### config.mk
export PLATFORM = sky130hd
export DESIGN_NAME = pwm_timer
export DESIGN_NICKNAME = d
export VERILOG_FILES = /design/src/rtl/soc_pkg.sv /design/src/rtl/pwm_prescaler.sv /design/src/rtl/pwm_timer.sv
export SDC_FILE = /design/constraint.sdc
export NUM_CORES = 1
export LEC_CHECK = 0
export ABC_CLOCK_PERIOD_IN_PS = 2200
export BUFFER_PORTS_ARGS = -buffer_cell sky130_fd_sc_hd__buf_2
export CAP_MARGIN = 20
export CORE_MARGIN = 3
export CORE_UTILIZATION = 54
export CTS_BUF_LIST = sky130_fd_sc_hd__clkbuf_4 sky130_fd_sc_hd__clkbuf_8
export CTS_CLUSTER_SIZE = 8
export DETAILED_ROUTE_END_ITERATION = 8
export GPL_ROUTABILITY_DRIVEN = 0
export HOLD_SLACK_MARGIN = 0.02
export PLACE_DENSITY_LB_ADDON = 0.2
export REMOVE_ABC_BUFFERS = 1
export SYNTH_ARGS = -nofsm -noshare
export SYNTH_HDL_FRONTEND = slang
export SYNTH_SLANG_ARGS = --single-unit
export TNS_END_PERCENT = 1
### constraint.sdc
create_clock -name clk -period 2.2 [get_ports clk]
set_input_delay 0.11 -clock clk [delete_from_list [all_inputs] [get_ports clk]]
set_output_delay 0.11 -clock clk [all_outputs]
set_load 0.01 [all_outputs]
### src/rtl/soc_pkg.sv
// ---------------------------------------------------------------------------
// soc_pkg: shared SoC constants for the PWM timer peripheral.
//   - Register byte offsets on the data bus (5-bit offset space).
//   - CTRL register bit positions.
//   - reg_offset(): folds a byte address onto its word-aligned register offset.
// Optional feature macro used by consumers: PWM_IRQ_EN.
// ---------------------------------------------------------------------------
package soc_pkg;

    // Register byte offsets
    localparam logic [4:0] PWM_CTRL   = 5'h00;
    localparam logic [4:0] PWM_PERIOD = 5'h04;
    localparam logic [4:0] PWM_DUTY   = 5'h08;
    localparam logic [4:0] PWM_COUNT  = 5'h0C;
    localparam logic [4:0] PWM_STATUS = 5'h10;

    // CTRL bit indices
    localparam int EN        = 0;
    localparam int INV       = 1;
    localparam int IE        = 2;
    localparam int PRESC_LSB = 8;

    // Byte lanes are not decoded: the two low address bits are dropped.
    function automatic logic [4:0] reg_offset(input logic [4:0] addr);
        return {addr[4:2], 2'b00};
    endfunction

endpackage

### src/rtl/pwm_prescaler.sv
// ---------------------------------------------------------------------------
// pwm_prescaler: clock divider for the PWM counter.
//   presc_cnt counts 0..presc and wraps while en=1; held at 0 while en=0.
//   tick is high on the cycle where presc_cnt equals presc (every cycle
//   when presc=0).
// Ports:
//   clk    system clock
//   rst    asynchronous active-low reset
//   en     counter enable (CTRL.EN)
//   presc  prescaler compare value (CTRL.PRESC)
//   tick   one-cycle count strobe for the PWM counter
// ---------------------------------------------------------------------------
module pwm_prescaler #(
    parameter int PRESC_W = 8
) (
    input  logic               clk,
    input  logic               rst,
    input  logic               en,
    input  logic [PRESC_W-1:0] presc,
    output logic               tick
);

    logic [PRESC_W-1:0] presc_cnt;
    logic               at_top;

    assign at_top = (presc_cnt == presc);

    always_ff @(posedge clk or negedge rst) begin
        if (!rst) begin
            presc_cnt <= '0;
        end else if (!en || at_top) begin
            presc_cnt <= '0;
        end else begin
            presc_cnt <= presc_cnt + 1'b1;
        end
    end

    assign tick = en & at_top;

endmodule

### src/rtl/pwm_timer.sv
// ---------------------------------------------------------------------------
// pwm_timer: memory-mapped PWM timer with double-buffered period/duty.
//   Registers (byte offsets): 0x00 CTRL {PRESC[15:8], IE[2], INV[1], EN[0]},
//   0x04 PERIOD shadow, 0x08 DUTY shadow, 0x0C COUNT (RO), 0x10 STATUS.
//   Shadow values move to the active registers on each wrap tick and on
//   every cycle while EN=0, so a running period is never cut short.
// Optional feature: define PWM_IRQ_EN to get the sticky STATUS.WRAP flag
//   (W1C), CTRL.IE and the irq output. Without it, STATUS and CTRL.IE read 0.
// Ports:
//   clk      system clock
//   rst      asynchronous active-low reset
//   sel      peripheral select from the SoC address decoder
//   we       write strobe (qualified by sel)
//   addr     byte offset, bits [1:0] ignored
//   wdata    write data
//   rdata    combinational read data, 0 when sel=0
//   pwm_out  registered PWM waveform
//   irq      WRAP & IE (PWM_IRQ_EN only)
// ---------------------------------------------------------------------------
module pwm_timer
    import soc_pkg::*;
#(
    parameter int CNT_W   = 16,
    parameter int PRESC_W = 8
) (
    input  logic        clk,
    input  logic        rst,
    input  logic        sel,
    input  logic        we,
    input  logic [4:0]  addr,
    input  logic [31:0] wdata,
    output logic [31:0] rdata,
    output logic        pwm_out
`ifdef PWM_IRQ_EN
    ,
    output logic        irq
`endif
);

    logic [4:0]         offset;
    logic               wr;
    logic               wr_ctrl;
    logic               wr_period;
    logic               wr_duty;

    logic               ctrl_en;
    logic               ctrl_inv;
    logic [PRESC_W-1:0] ctrl_presc;
    logic [CNT_W-1:0]   period_sh;
    logic [CNT_W-1:0]   duty_sh;
    logic [CNT_W-1:0]   period_act;
    logic [CNT_W-1:0]   duty_act;
    logic [CNT_W-1:0]   cnt;
    logic               tick;
    logic               wrap;
    logic               raw;

    // Only a subset of wdata bits lands in registers.
    logic               unused_wdata;
    assign unused_wdata = ^wdata;

    assign offset    = reg_offset(addr);
    assign wr        = sel & we;
    assign wr_ctrl   = wr && (offset == PWM_CTRL);
    assign wr_period = wr && (offset == PWM_PERIOD);
    assign wr_duty   = wr && (offset == PWM_DUTY);

    // ---------------- register file ----------------
    always_ff @(posedge clk or negedge rst) begin
        if (!rst) begin
            ctrl_en    <= 1'b0;
            ctrl_inv   <= 1'b0;
            ctrl_presc <= '0;
        end else if (wr_ctrl) begin
            ctrl_en    <= wdata[EN];
            ctrl_inv   <= wdata[INV];
            ctrl_presc <= wdata[PRESC_LSB +: PRESC_W];
        end
    end

    always_ff @(posedge clk or negedge rst) begin
        if (!rst) begin
            period_sh <= '0;
            duty_sh   <= '0;
        end else begin
            if (wr_period) period_sh <= wdata[CNT_W-1:0];
            if (wr_duty)   duty_sh   <= wdata[CNT_W-1:0];
        end
    end

    // ---------------- prescaler ----------------
    pwm_prescaler #(
        .PRESC_W (PRESC_W)
    ) u_presc (
        .clk   (clk),
        .rst   (rst),
        .en    (ctrl_en),
        .presc (ctrl_presc),
        .tick  (tick)
    );

    // ---------------- counter ----------------
    // cnt never exceeds period_act: period_act only changes at a wrap
    // (cnt returns to 0) or while disabled (cnt held at 0).
    assign wrap = tick & (cnt == period_act);

    always_ff @(posedge clk or negedge rst) begin
        if (!rst) begin
            cnt <= '0;
        end else if (!ctrl_en) begin
            cnt <= '0;
        end else if (tick) begin
            cnt <= wrap ? '0 : cnt + 1'b1;
        end
    end

    // ---------------- shadow load ----------------
    // A shadow write on the wrap edge is captured into the shadow, while the
    // active register takes the pre-write shadow value (plain NBA ordering).
    always_ff @(posedge clk or negedge rst) begin
        if (!rst) begin
            period_act <= '0;
            duty_act   <= '0;
        end else if (!ctrl_en || wrap) begin
            period_act <= period_sh;
            duty_act   <= duty_sh;
        end
    end

    // ---------------- output ----------------
    // duty_act > period_act leaves raw high for the whole period; duty_act=0
    // keeps it low. Disabled output parks at the INV level.
    assign raw = (cnt < duty_act);

    always_ff @(posedge clk or negedge rst) begin
        if (!rst) begin
            pwm_out <= 1'b0;
        end else begin
            pwm_out <= ctrl_en ? (raw ^ ctrl_inv) : ctrl_inv;
        end
    end

`ifdef PWM_IRQ_EN
    // ---------------- wrap interrupt ----------------
    logic ctrl_ie;
    logic wrap_flag;
    logic clr_wrap;

    assign clr_wrap = wr && (offset == PWM_STATUS) && wdata[0];

    always_ff @(posedge clk or negedge rst) begin
        if (!rst) begin
            ctrl_ie <= 1'b0;
        end else if (wr_ctrl) begin
            ctrl_ie <= wdata[IE];
        end
    end

    // Set has priority over a same-cycle W1C so no wrap is ever lost.
    always_ff @(posedge clk or negedge rst) begin
        if (!rst) begin
            wrap_flag <= 1'b0;
        end else if (wrap) begin
            wrap_flag <= 1'b1;
        end else if (clr_wrap) begin
            wrap_flag <= 1'b0;
        end
    end

    assign irq = wrap_flag & ctrl_ie;
`endif

    // ---------------- read mux ----------------
    always_comb begin
        rdata = '0;
        if (sel) begin
            case (offset)
                PWM_CTRL: begin
                    rdata[EN]                    = ctrl_en;
                    rdata[INV]                   = ctrl_inv;
`ifdef PWM_IRQ_EN
                    rdata[IE]                    = ctrl_ie;
`endif
                    rdata[PRESC_LSB +: PRESC_W]  = ctrl_presc;
                end
                PWM_PERIOD: rdata[CNT_W-1:0] = period_sh;
                PWM_DUTY:   rdata[CNT_W-1:0] = duty_sh;
                PWM_COUNT:  rdata[CNT_W-1:0] = cnt;
                PWM_STATUS: begin
`ifdef PWM_IRQ_EN
                    rdata[0] = wrap_flag;
`endif
                end
                default: ;
            endcase
        end
    end

endmodule

Word-level counts from Yosys, hierarchy flattened
Index checks and enable logic that the tools add are counted.
{ "op_classes": {"add_sub_neg": 2, "order_cmp": 1, "eq_ne": 6, "n_mux": 9, "bitwise_logic": 4, "n_reduce_logical": 7} }
{ "op_table": {"columns": ["cell", "n"], "rows": [
  ["two-way mux 16 bit", 4],
  ["case mux 8 bit (4 select lines)", 1],
  ["case mux 6 bit (3 select lines)", 1],
  ["adder 16 x 1 -> 16 bit, second input constant", 1],
  ["== test 16 bit", 1],
  ["less-than comparator 16 bit", 1],
  ["adder 8 x 1 -> 8 bit, second input constant", 1],
  ["== test 8 bit", 1],
  ["two-way mux 8 bit", 1],
  ["case mux 2 bit (4 select lines)", 1],
  ["== test 3 x 2 -> 1 bit, second input constant", 2],
  ["zero test 5 bit", 1],
  ["bitwise AND 1 bit", 3],
  ["== test 3 x 1 -> 1 bit, second input constant", 1],
  ["logical AND 1 bit", 3],
  ["logical OR 1 bit", 2],
  ["!= test 2 x 1 -> 1 bit, second input constant", 1],
  ["zero test 1 bit", 1],
  ["two-way mux 1 bit", 1],
  ["XOR 1 bit", 1]
]} }
{ "totals": {"regBits": 99, "inputBits": 41, "output_inout_bits": 33, "word_cells": 39} }

Longest topological paths before layout
Gate-level depths: netlist of the first run.
{ "depth": {"depth_word": 6, "ltp_mapped": 9, "mapped_depth_nobuf": 7} }

Cells and area by module
Synthesis of the first run repeated with hierarchy kept, for this count alone.
{ "unflattened": {"hier_cells": 444, "hier_area_um2": 5231.3} }
{ "modules_own_cells": {"columns": ["mod", "instances", "cells_per_inst", "area_each_um2", "seq_area_each_um2"], "rows": [
  ["pwm_timer", 1, 398, 4730.8, 2277.2],
  ["pwm_prescaler", 1, 46, 500.5, 200.2]
]} }

Least setup slack after synthesis of the first run
No wires, ideal clock.
{ "synth_timing": {"path_type": "register to register", "from": "reg u_presc.presc_cnt[3]", "to": "reg period_act[12]", "setup_time_ns": 0.127, "arrival_ns": 1.914, "t_required_ns": 2.073, "path_slack_ns": 0.159, "stages_incl_launch_ff": 7, "n_path_buf": 2, "synth_period_minus_slack_ns": 2.041, "cell_sequence": "dfrtp_1 -> xor2_1 -> or4_4 -> o21ai_2 -> buf_6 -> buf_8 -> mux2_1"} }
{ "synth_between": {"elab_chain_cells": 4} }
{ "synth_lines": {"columns": ["item", "line_no", "text"], "rows": [
  ["start: declaration", "pwm_prescaler.sv:23", "logic [PRESC_W-1:0] presc_cnt;"],
  ["start signal: assignment", "pwm_prescaler.sv:34", "presc_cnt <= presc_cnt + 1'b1;"],
  ["== test 8 bit", "pwm_prescaler.sv:26", "assign at_top = (presc_cnt == presc);"],
  ["bitwise AND 1 bit", "pwm_prescaler.sv:38", "assign tick = en & at_top;"],
  ["bitwise AND 1 bit", "pwm_timer.sv:105", "assign wrap = tick & (cnt == period_act);"],
  ["logical OR 1 bit", "pwm_timer.sv:124", "end else if (!ctrl_en || wrap) begin"],
  ["end signal: assignment", "pwm_timer.sv:125", "period_act <= period_sh;"],
  ["end: declaration", "pwm_timer.sv:51", "logic [CNT_W-1:0] period_act;"]
]} }
No other way between the ends.
A chain may end at the register's enable or synchronous reset.

Worst setup path after layout of the first run
{ "layout_timing": {"from": "reg period_act[12]", "to": "reg duty_act[15]"} }
{ "layout_between": {"elab_chain_cells": 3} }
{ "layout_lines": {"columns": ["item", "line_no", "text"], "rows": [
  ["== test 16 bit", "pwm_timer.sv:105", null],
  ["bitwise AND 1 bit", "pwm_timer.sv:105", null],
  ["logical OR 1 bit", "pwm_timer.sv:124", null],
  ["end signal: assignment", "pwm_timer.sv:126", "duty_act <= duty_sh;"],
  ["end: declaration", "pwm_timer.sv:52", "logic [CNT_W-1:0] duty_act;"]
]} }
No other way between the ends.

==> metrics.md, run 1 <==
| Metric | Value |
|---|---|
| Multi-input logic area | 2520 µm² |
| CP Data Required Time | 2.46 ns |
| CTS tree | done |
| Synth Area in Simple Gates | 9.24% |
| Ranking of synthesized cells by area | dfrtp_1, mux2_2, ha_1, xor2_1, buf_4 |
| Netlist cell types | 41 |
| Register area share after synthesis | 47.3% |
| Max VDD drop | 565 µV |
| Adder-cell share of the synthesized area | 4.06% |
| Core Util, Final | 65.7% |
| Leading area contributor after synthesis | dfrtp_1 |
| Clock transition at path regs | 0.10 ns |
| Reg2Reg Setup Slack | 0.07 ns |
| Detailed placement HPWL | 8310 µm |
| Setup_tns | 0 ns |
| Mapped cell area | 5240 µm² |
| GRT Util Overall | 22.6% |
| Crit start category | register |
| Final Max Tran Viols | 0 |
| Starting Density | 56.2% |
| Mapped Cells | 454 |
| Critical path class | register to register |
| Highest routed layer | met4 |
| Via density | 5.67 |
| P&R area growth vs syn | 16.9% |
| Synth Warn # | 0 |
| R2r endpoint | duty_act[15] |
| XOR/XNOR share of the synthesized area | 5.18% |
| Core Area | 9330 µm² |
| Crit path DAT | 2.39 ns |
| # nets final | 594 |
| Post-synth EDFFs | 0 |
| DR WL/cell | 17.7 µm |
| Min cycle time layout | 2.13 ns |
| MaxCap Viol Count | 0 |
| Post-Route WL | 11900 µm |
| Status | complete, no violations |
| Fmax | 470 MHz |
| Die height | 105 µm |
| Largest net degree at the start of global routing | 54 |
| Crit share post-route | 96.8% |
| Final Setup Violations | 0 |
| Met3 wire length | 474 µm |
| Initial antenna violation count | 0 |
| CP Capture Type | register |
| Leak | 0.00288 µW |
| CTS Root Cell | clkbuf_8 |
| I/O Buffers | 39 |
| Mean area per synthesized cell | 11.5 µm² |
| # DRC | 0 |
| Site Rows | 35 |
| Via count | 3797 |
| Main synth FF type | dfrtp_1 |
| Die width | 105 µm |
| Synth Register Bits | 99 |
| Slew HR | 41.7% |
| Cell Pwr Density | 834 nW/µm² |
| RSZ-0062 raised after global routing | true |
| Met2 routed WL | 5790 µm |
| Hold slack | 0.381 ns |
| FFs w/ async S/R, synth | 100% |
| ANT cells | 0 |
| Layout cells sized above 1 | 32.9% |
| Launching point of the worst reg2reg path | period_act[12] |
| Max clock buf depth | 2 |
| Wl on met1 | 5460 µm |
| Die area | 10900 µm² |
| Hold Vio Cnt, Final | 0 |
| H-tree depth reported by CTS | 3 |
| Mux share of post-synthesis cell area | 19.1% |
| Worst Skew | 0.0102 ns |
| Worst Hold Class | input port to async pin |
| First-pass GRT wire length | 19700 µm |
| Start point of the critical path | period_act[12] |
| Vias in the first global route | 3865 |
| Critical path peak fanout | 21 |
| Clock Latency Late Sink | 0.37 ns |
| Synth Area in Compound Gates | 9.02% |
| CTS Sinks | 99 |
| FF+latch area | 2480 µm² |
| Drt pass-1 iters | 4 |
| Fillers | 732 |
| Top cell type's share of synthesized area | 47.3% |
| IO Pins | 74 |
| Largest family of logic cells by synthesized area | multiplexers |
| Worst Tran Pin Value | 0.875 ns |
| Worst Reg-to-Reg Cells | 7 |
| Global route overflow | 0 |
| Routed Antenna Nets | 0 |
| Starting DRT DRC Count | 206 |
| CTS Buf Count | 9 |
==> layer usage <==
layer,vias up,GRT usage (%)
met4,0,6.27
met5,-,0
li1,1785,-
met3,12,4.03
met1,1902,31.4
met2,98,36.6
==> cells by family after synthesis <==
group                      count (synthesis)
AOI/OAI and AO/OA                         72
xor gates and xnor gates                  31
adders and majority gates                 17
buffers and inverters                     57
DFF                                       99
muxes                                     90
other                                      1
and+or+nand+nor                           87
==> power breakdown <==
part           switching (µW)  internal, µW  total (µW)
registers                 335          2260        2600
logic                     645           755        1400
clock network             684           433        1120
total                    1660          3450        5110
==> per-stage QoR <==
step	cells	area (µm²)	setup slack (ns)	power, µW
floorplan	430	5050	-0.690	3430
global placement	635	5730	0.0909	3900
detailed placement	635	5730	0.0790	3960
CTS	668	6090	0.0561	5100
global route	670	6130	-0.00239	5420
finish	670	6130	0.0702	5110
==> worst max path at each step <==
stage | slack (ns) | end
after global routing | -0.002 | duty_act[13]
final | 0.07 | duty_act[15]
after CTS | 0.06 | duty_act[5]
after global placement | 0.09 | cnt[14]
after detailed placement | 0.08 | duty_act[5]
after floorplan | -0.69 | duty_act[0]
==> synthesized netlist by cell type, types with 6 or more instances <==
cell type / count
a211oi_1: 11
a21oi_1: 19
a221oi_1: 10
a22oi_1: 6
buf_4: 18
clkbuf_1: 11
dfrtp_1: 99
ha_1: 17
inv_1: 18
mux2_2: 77
mux2i_1: 10
nand2_1: 13
nand3_1: 11
nand4_1: 8
nor2_1: 19
o21ai_0: 15
o31ai_1: 7
or3_1: 7
xnor2_1: 8
xor2_1: 23
==> cells in the final DEF, fill, tap and decap left out, types with 9 or more instances in the layout <==
master / netlist / routed
dfrtp_1: 99 / 98
mux2_2: 77 / 77
buf_2: 2 / 38
buf_4: 18 / 36
xor2_1: 23 / 23
nor2_1: 19 / 19
inv_1: 18 / 18
a21oi_1: 19 / 18
ha_1: 17 / 17
dlygate4sd3_1: 0 / 17
conb_1: 1 / 16
o21ai_0: 15 / 15
nand2_1: 13 / 13
nand3_1: 11 / 11
a211oi_1: 11 / 11
mux2i_1: 10 / 10
a221oi_1: 10 / 10
clkbuf_8: 0 / 9
==> registers in the layout, summed over array words and instances, names as in the netlist <==
signal             cells
cnt                   16
duty_act              16
duty_sh               16
period_act            16
period_sh             16
ctrl_presc             8
u_presc.presc_cnt      8
ctrl_en                1
ctrl_inv               1
pwm_out                1
==> what timing repair did <==
item,CTS,global route
buffers inserted,0,1
hold endpoints to repair,141,0
gates resized for setup,0,3
setup endpoints to repair,0,28
hold buffers,17,0
==> critical path, cell delays in order, from the launching register on <==
cell	delay (ns)
dfrtp_1	0.42
xor2_1	0.15
nor4_1	0.30
buf_4	0.17
nand4_1	0.14
o21ai_4	0.27
buf_12	0.21
mux2_2	0.35
==> final cells by class <==
cell class / count / share of cell area, %
sequential: 99 / 40.4
clock buffer: 9 / 2.02
multi-input combinational: 313 / 41.1
timing repair buffer: 95 / 11.7
inverter: 18 / 1.10
tap: 129 / 2.63
clock inverter: 7 / 1.02
(Power assumes the default switching activity.)
==> inputs of run 2 (changes only) <==
- ABC_AREA: unset -> 1
- RECOVER_POWER: unset -> 25
==> run 2 against run 1 <==
  * Maximum frequency up 10%
  * Critical path type is now input port to output port
  * Worst setup slack better by 0.20 ns
  * Global-route usage grew 3.1 points
  * Critical endpoint is now rdata[1]
  * Sequential share of layout area decreased by 0.95 points
  * Synthesized cell count increased by 70%
  * Total power decreased by 5.5%
  * Clock skew rose by 0.0038 ns
  * Worst hold slack worse by 0.0044 ns
==> metrics.md, run 2 <==
| Metric | Value |
|---|---|
| Top cell type's share of synthesized area | 43.7% |
| IO Pins | 74 |
| Starting Density | 56.7% |
| Synth Register Bits | 99 |
| Die height | 109 µm |
| Count leader, synth | nand2_1 |
| Adder-cell share of the synthesized area | 3.75% |
| Fmax | 518 MHz |
| Synth Area in Simple Gates | 29.7% |
| Crit path DAT | 1.82 ns |
| Leak | 0.00339 µW |
| Die area | 11800 µm² |
| Post-CTS Resized | 0 |
| Mux share of post-synthesis cell area | 0% |
| Worst Hold Class | input port to register |
| Max VDD drop | 787 µV |
| Detailed placement HPWL | 9770 µm |
| CTS Root Cell | clkbuf_8 |
| DR WL/cell | 14.2 µm |
| Leading area contributor after synthesis | dfrtp_1 |
| Max clock buf depth | 2 |
| CTS Buf Count | 9 |
| Via count | 5114 |
| Launching point of the worst reg2reg path | cnt[9] |
| Post-synth EDFFs | 0 |
| First-pass GRT wire length | 23600 µm |
| # DRC | 0 |
| Largest net degree at the start of global routing | 45 |
| Drt pass-1 iters | 5 |
| Site Rows | 36 |
| XOR/XNOR share of the synthesized area | 3.24% |
| Setup_tns | 0 ns |
| Die width | 109 µm |
| Hold Startpoint | we |
| Post-Route WL | 13600 µm |
| Core Util, Final | 62.7% |
| Mapped Cells | 770 |
| Synth Area in Compound Gates | 8.62% |
| Final Setup Violations | 0 |
| Clock Latency Late Sink | 0.39 ns |
| Mapped cell area | 5670 µm² |
| Largest family of logic cells by synthesized area | simple AND/OR/NAND/NOR gates |
| Status | complete, no violations |
| H-tree depth reported by CTS | 3 |
| Critical path class | input port to output port |
| Hold Vio Cnt, Final | 0 |
| Netlist cell types | 33 |
| Layout cells sized above 1 | 9.33% |
| Clock transition at path regs | 0.09 ns |
| Main synth FF type | dfrtp_1 |
| Register area share after synthesis | 43.7% |
| Routed Antenna Nets | 0 |
| Hold slack | 0.376 ns |
| Min cycle time layout | 1.93 ns |
| Crit share post-route | 87.8% |
| Cell Pwr Density | 770 nW/µm² |
| FFs w/ async S/R, synth | 100% |
| Ranking of synthesized cells by area | dfrtp_1, nand2_1, inv_1, o21ai_0, nor2_1 |
| Fillers | 909 |
| Synth Warn # | 0 |
| Critical path peak fanout | 17 |
| RSZ-0062 raised after global routing | false |
| Global route overflow | 0 |
| ANT cells | 0 |
| CTS Sinks | 99 |
| Worst Skew | 0.0140 ns |
| Commonest non-fill, non-tap cell in the layout | nand2_1 |
| Mean area per synthesized cell | 7.37 µm² |
| CP Data Required Time | 2.09 ns |
| Multi-input logic area | 2630 µm² |
| P&R area growth vs syn | 10.6% |
| CP Capture Type | output port |
| Core Area | 10000 µm² |
| Most frequent cells after synthesis | nand2_1, dfrtp_1, inv_1 |
| Via density | 5.34 |
| MaxCap Viol Count | 0 |
| Leading cell types in the layout, fill and taps excluded | nand2_1, dfrtp_1, inv_1 |
| Vias in the first global route | 4909 |
| CTS tree | done |
| Crit start category | input port |
| Slew HR | 29.1% |
| Starting DRT DRC Count | 364 |
| Final Max Tran Viols | 0 |
| Initial antenna violation count | 0 |
| GRT Util Overall | 25.8% |
| FF+latch area | 2480 µm² |
| # nets final | 878 |
| Start point of the critical path | addr[2] |
| I/O Buffers | 39 |
| Worst Tran Pin Value | 1.06 ns |
## run 2: cell count changes in the layout (fill, tap and decap cells not counted), moves of 11 or more
cell      delta
o21ai_0     +43
nand2_1    +250
a211oi_1    -11
inv_1       +61
buf_4       -26
nor2_1      +45
nand3_1     +36
mux2_2      -77
## run 2: kinds of logic after synthesis
group | count (synthesis)
and+or+nand+nor | 408
buffers and inverters | 138
DFF | 99
AOI/OAI and AO/OA | 86
xor gates and xnor gates | 21
adders and majority gates | 17
other | 1
## run 2: per-stage QoR
step	power, µW	setup WS, ns	cells	area, µm²
after floorplan	3280	-0.0806	737	5450
after global placement	3660	0.367	925	5950
after detailed placement	3710	0.364	925	5950
after CTS	4860	0.349	958	6300
after global routing	5180	0.128	958	6270
final	4830	0.269	958	6270
## run 2: worst paths after layout
path,slack (ns),endpoint,cells past startpoint
min in group asynchronous,0.44,duty_act[2],2
hold reg to reg,0.50,period_act[7],2
max in group asynchronous,0.95,period_sh[10],3
hold / removal,0.38,duty_sh[8],6
setup / recovery,0.27,rdata[1],7
setup reg to reg,0.31,duty_act[13],10
## run 2: cell type report
type                            instances  area share [%]
Clock buffer                           12            2.43
Clock inverter                          4           0.538
Inverter                               90            5.38
Multi-Input combinational cell        548            41.9
Sequential cell                        99            39.5
Tap cell                              133            2.65
Timing Repair Buffer                   72            7.60
## run 2: metal layers
layer	vias to the layer above	track usage (%)	wire length, µm
li1	2512	-	-
met4	0	7.66	203
met3	17	6.09	974
met1	2408	36.4	6400
met2	177	39.6	6060
met5	-	0	0
## run 2: worst max-delay path, cell delays in order
cell and delay [ns]:
clkbuf_1 0.12, inv_1 0.07, nor3_1 0.15, clkbuf_1 0.81, a221oi_1 0.27, nor2_1 0.14
buf_2 0.14
## run 2: power by group
part / internal (µW) / switching, µW
clock network: 478 / 648
logic: 464 / 778
registers: 2170 / 296
## run 2: what timing repair did
| action | CTS | global route |
|---|---|---|
| endpoints found under the hold margin | 78 | 0 |
| hold buffers | 17 | 0 |
| buffers inserted | 0 | 0 |
==> inputs of run 3 (changes only) <==
- BUFFER_PORTS_ARGS: -buffer_cell sky130_fd_sc_hd__buf_2 -> unset
- CELL_PAD_IN_SITES_DETAIL_PLACEMENT: unset -> 0
- CELL_PAD_IN_SITES_GLOBAL_PLACEMENT: unset -> 1
- CORE_UTILIZATION: 54 -> 44
- DONT_BUFFER_PORTS: unset -> 1
- PLACE_DENSITY_LB_ADDON: 0.2 -> 0.3
==> run 3 against run 2 <==
  * The flow now finishes with violations (negative hold slack)
  * Clock skew down 0.0044 ns
  * Sequential share of layout area up 0.98 points
  * Clock power up 4%
  * Global-route usage down 4.2 points
  * Combinational power down 4%
  * Largest power group unchanged
  * Highest routed layer unchanged
==> metrics.md, run 3 (same netlist as run 2, synthesis figures left out) <==
| Metric | Value |
|---|---|
| Initial antenna violation count | 0 |
| CTS Sinks | 99 |
| Cell repeated most along the worst path | nand2_1 |
| DP Cell Count | 917 |
| CP peak stage delay | 0.50 ns |
| Status | complete, but fails checks |
| First-pass GRT wire length | 24300 µm |
| FF+latch area | 2480 µm² |
| Starting DRT DRC Count | 229 |
| IO Pins | 74 |
| CP Capture Type | register |
| R2r endpoint | period_act[7] |
| Core Area | 12300 µm² |
| Slowest CP cell | dfrtp_1 |
| Launching point of the worst reg2reg path | cnt[7] |
| Critical path class | register to register |
| Slew HR | 50.0% |
| Multi-input logic area | 2630 µm² |
| # DRC | 0 |
| Worst Tran Pin Value | 0.748 ns |
| Post-Route WL | 14700 µm |
| Leak | 0.00322 µW |
| Hold slack | -0.587 ns |
| Worst slack, placed | 0.299 ns |
| Leading cell types in the layout, fill and taps excluded | nand2_1, dfrtp_1, inv_1 |
| Clock Latency Late Sink | 0.38 ns |
| Worst Skew | 0.00958 ns |
| MaxCap Viol Count | 0 |
| CTS Root Cell | clkbuf_8 |
| Worst path cell trace | inv_2, nand2_1, nand2_1, inv_2, nand2_1, nor2_1, nand2_1, nor2_2, nand2_4, buf_4, nand3_1, nand2_1 |
| Total power | 4840 µW |
| Commonest non-fill, non-tap cell in the layout | nand2_1 |
| Die width | 120 µm |
| Min cycle time layout | 1.90 ns |
| Fillers | 1267 |
| Detailed placement HPWL | 9960 µm |
| Cell Pwr Density | 791 nW/µm² |
| Layout cells sized above 1 | 5.38% |
| Failing checks | negative hold slack |
| Hold Vio Cnt, Final | 99 |
| Dpl cell area | 5760 µm² |
| H-tree depth reported by CTS | 3 |
| Routed Antenna Nets | 0 |
| # hold bufs at CTS | 16 |
| Site Rows | 40 |
| Die area | 14300 µm² |
| Critical path peak fanout | 20 |
| Design Area, Final | 6120 µm² |
| ANT cells | 0 |
| Starting Density | 46.1% |
| I/O Buffers | 0 |
| Post-CTS Resized | 0 |
| Max VDD drop | 514 µV |
| RSZ-0062 raised after global routing | false |
| Final WS setup | 0.297 ns |
| Final Max Tran Viols | 0 |
| Crit path DAT | 2.17 ns |
| Max clock buf depth | 2 |
| DR WL/cell | 15.5 µm |
| Crit start category | register |
| Largest net degree at the start of global routing | 100 |
| Die height | 120 µm |
| Final Setup Violations | 0 |
| Clock transition at path regs | 0.09 ns |
| Global route overflow | 0 |
| Post-route insts no fill | 949 |
| Via count | 4903 |
| GRT Util Overall | 21.6% |
| Via density | 5.17 |
| Fmax | 525 MHz |
| Crit share post-route | 86.5% |
| P&R area growth vs syn | 7.87% |
| Worst Hold Class | input port to async pin |
| Reg2Reg Setup Slack | 0.30 ns |
| Drt pass-1 iters | 5 |
| CP Data Required Time | 2.47 ns |
| Vias in the first global route | 4733 |
| CTS tree | done |
| Worst Reg-to-Reg Cells | 12 |
| # nets final | 834 |
| CTS Buf Count | 9 |
[run 3: worst max-delay path by stage]
stage               startpoint            end  slack [ns]  depth (start not counted)
finish                  cnt[7]  period_act[7]        0.30                         12
floorplan              ctrl_en         cnt[2]       -0.08                          8
global placement        cnt[7]  period_act[6]        0.36                         12
CTS                     cnt[7]  period_act[7]        0.28                         12
detailed placement      cnt[7]  period_act[7]        0.30                         12
global route            cnt[0]        cnt[14]        0.11                          8
[run 3: layout make-up]
| type | count | area share [%] |
|---|---|---|
| Clock buffer | 15 | 3.17 |
| Timing Repair Buffer | 28 | 4.29 |
| Tap cell | 168 | 3.43 |
| Sequential cell | 99 | 40.5 |
| Inverter | 90 | 5.52 |
| Clock inverter | 1 | 0.0818 |
| Multi-Input combinational cell | 548 | 43.0 |
[run 3: worst max-delay path: cells and delay by family (launching register included)]
family / cells / cell delay [ns]
simple gates: 9 / 0.90
buf+inv: 3 / 0.41
flops: 1 / 0.50
[run 3: metal layers]
metal / global-route usage (%) / vias up / share of wire [%]
met5: 0 / - / 0
met4: 6.51 / 0 / 1.3
met3: 3.63 / 11 / 5.7
met2: 33.1 / 142 / 44
met1: 31.5 / 2323 / 49
li1: - / 2427 / -
[run 3: power by group]
part	internal, µW	switching, µW
combinational	445	750
sequential	2170	294
clock	560	622
[run 3: what timing repair did]
action / in CTS / in global routing
hold endpoints to repair: 141 / 99
endpoints found under the setup margin: 0 / 0
setup buffers: 0 / 0
[run 3: per-stage QoR]
stage	TNS, ns	utilization (%)
floorplan	-2.79	-
global placement	0	46.8
detailed placement	0	46.8
CTS	0	49.7
global route	0	49.7
finish	0	49.7
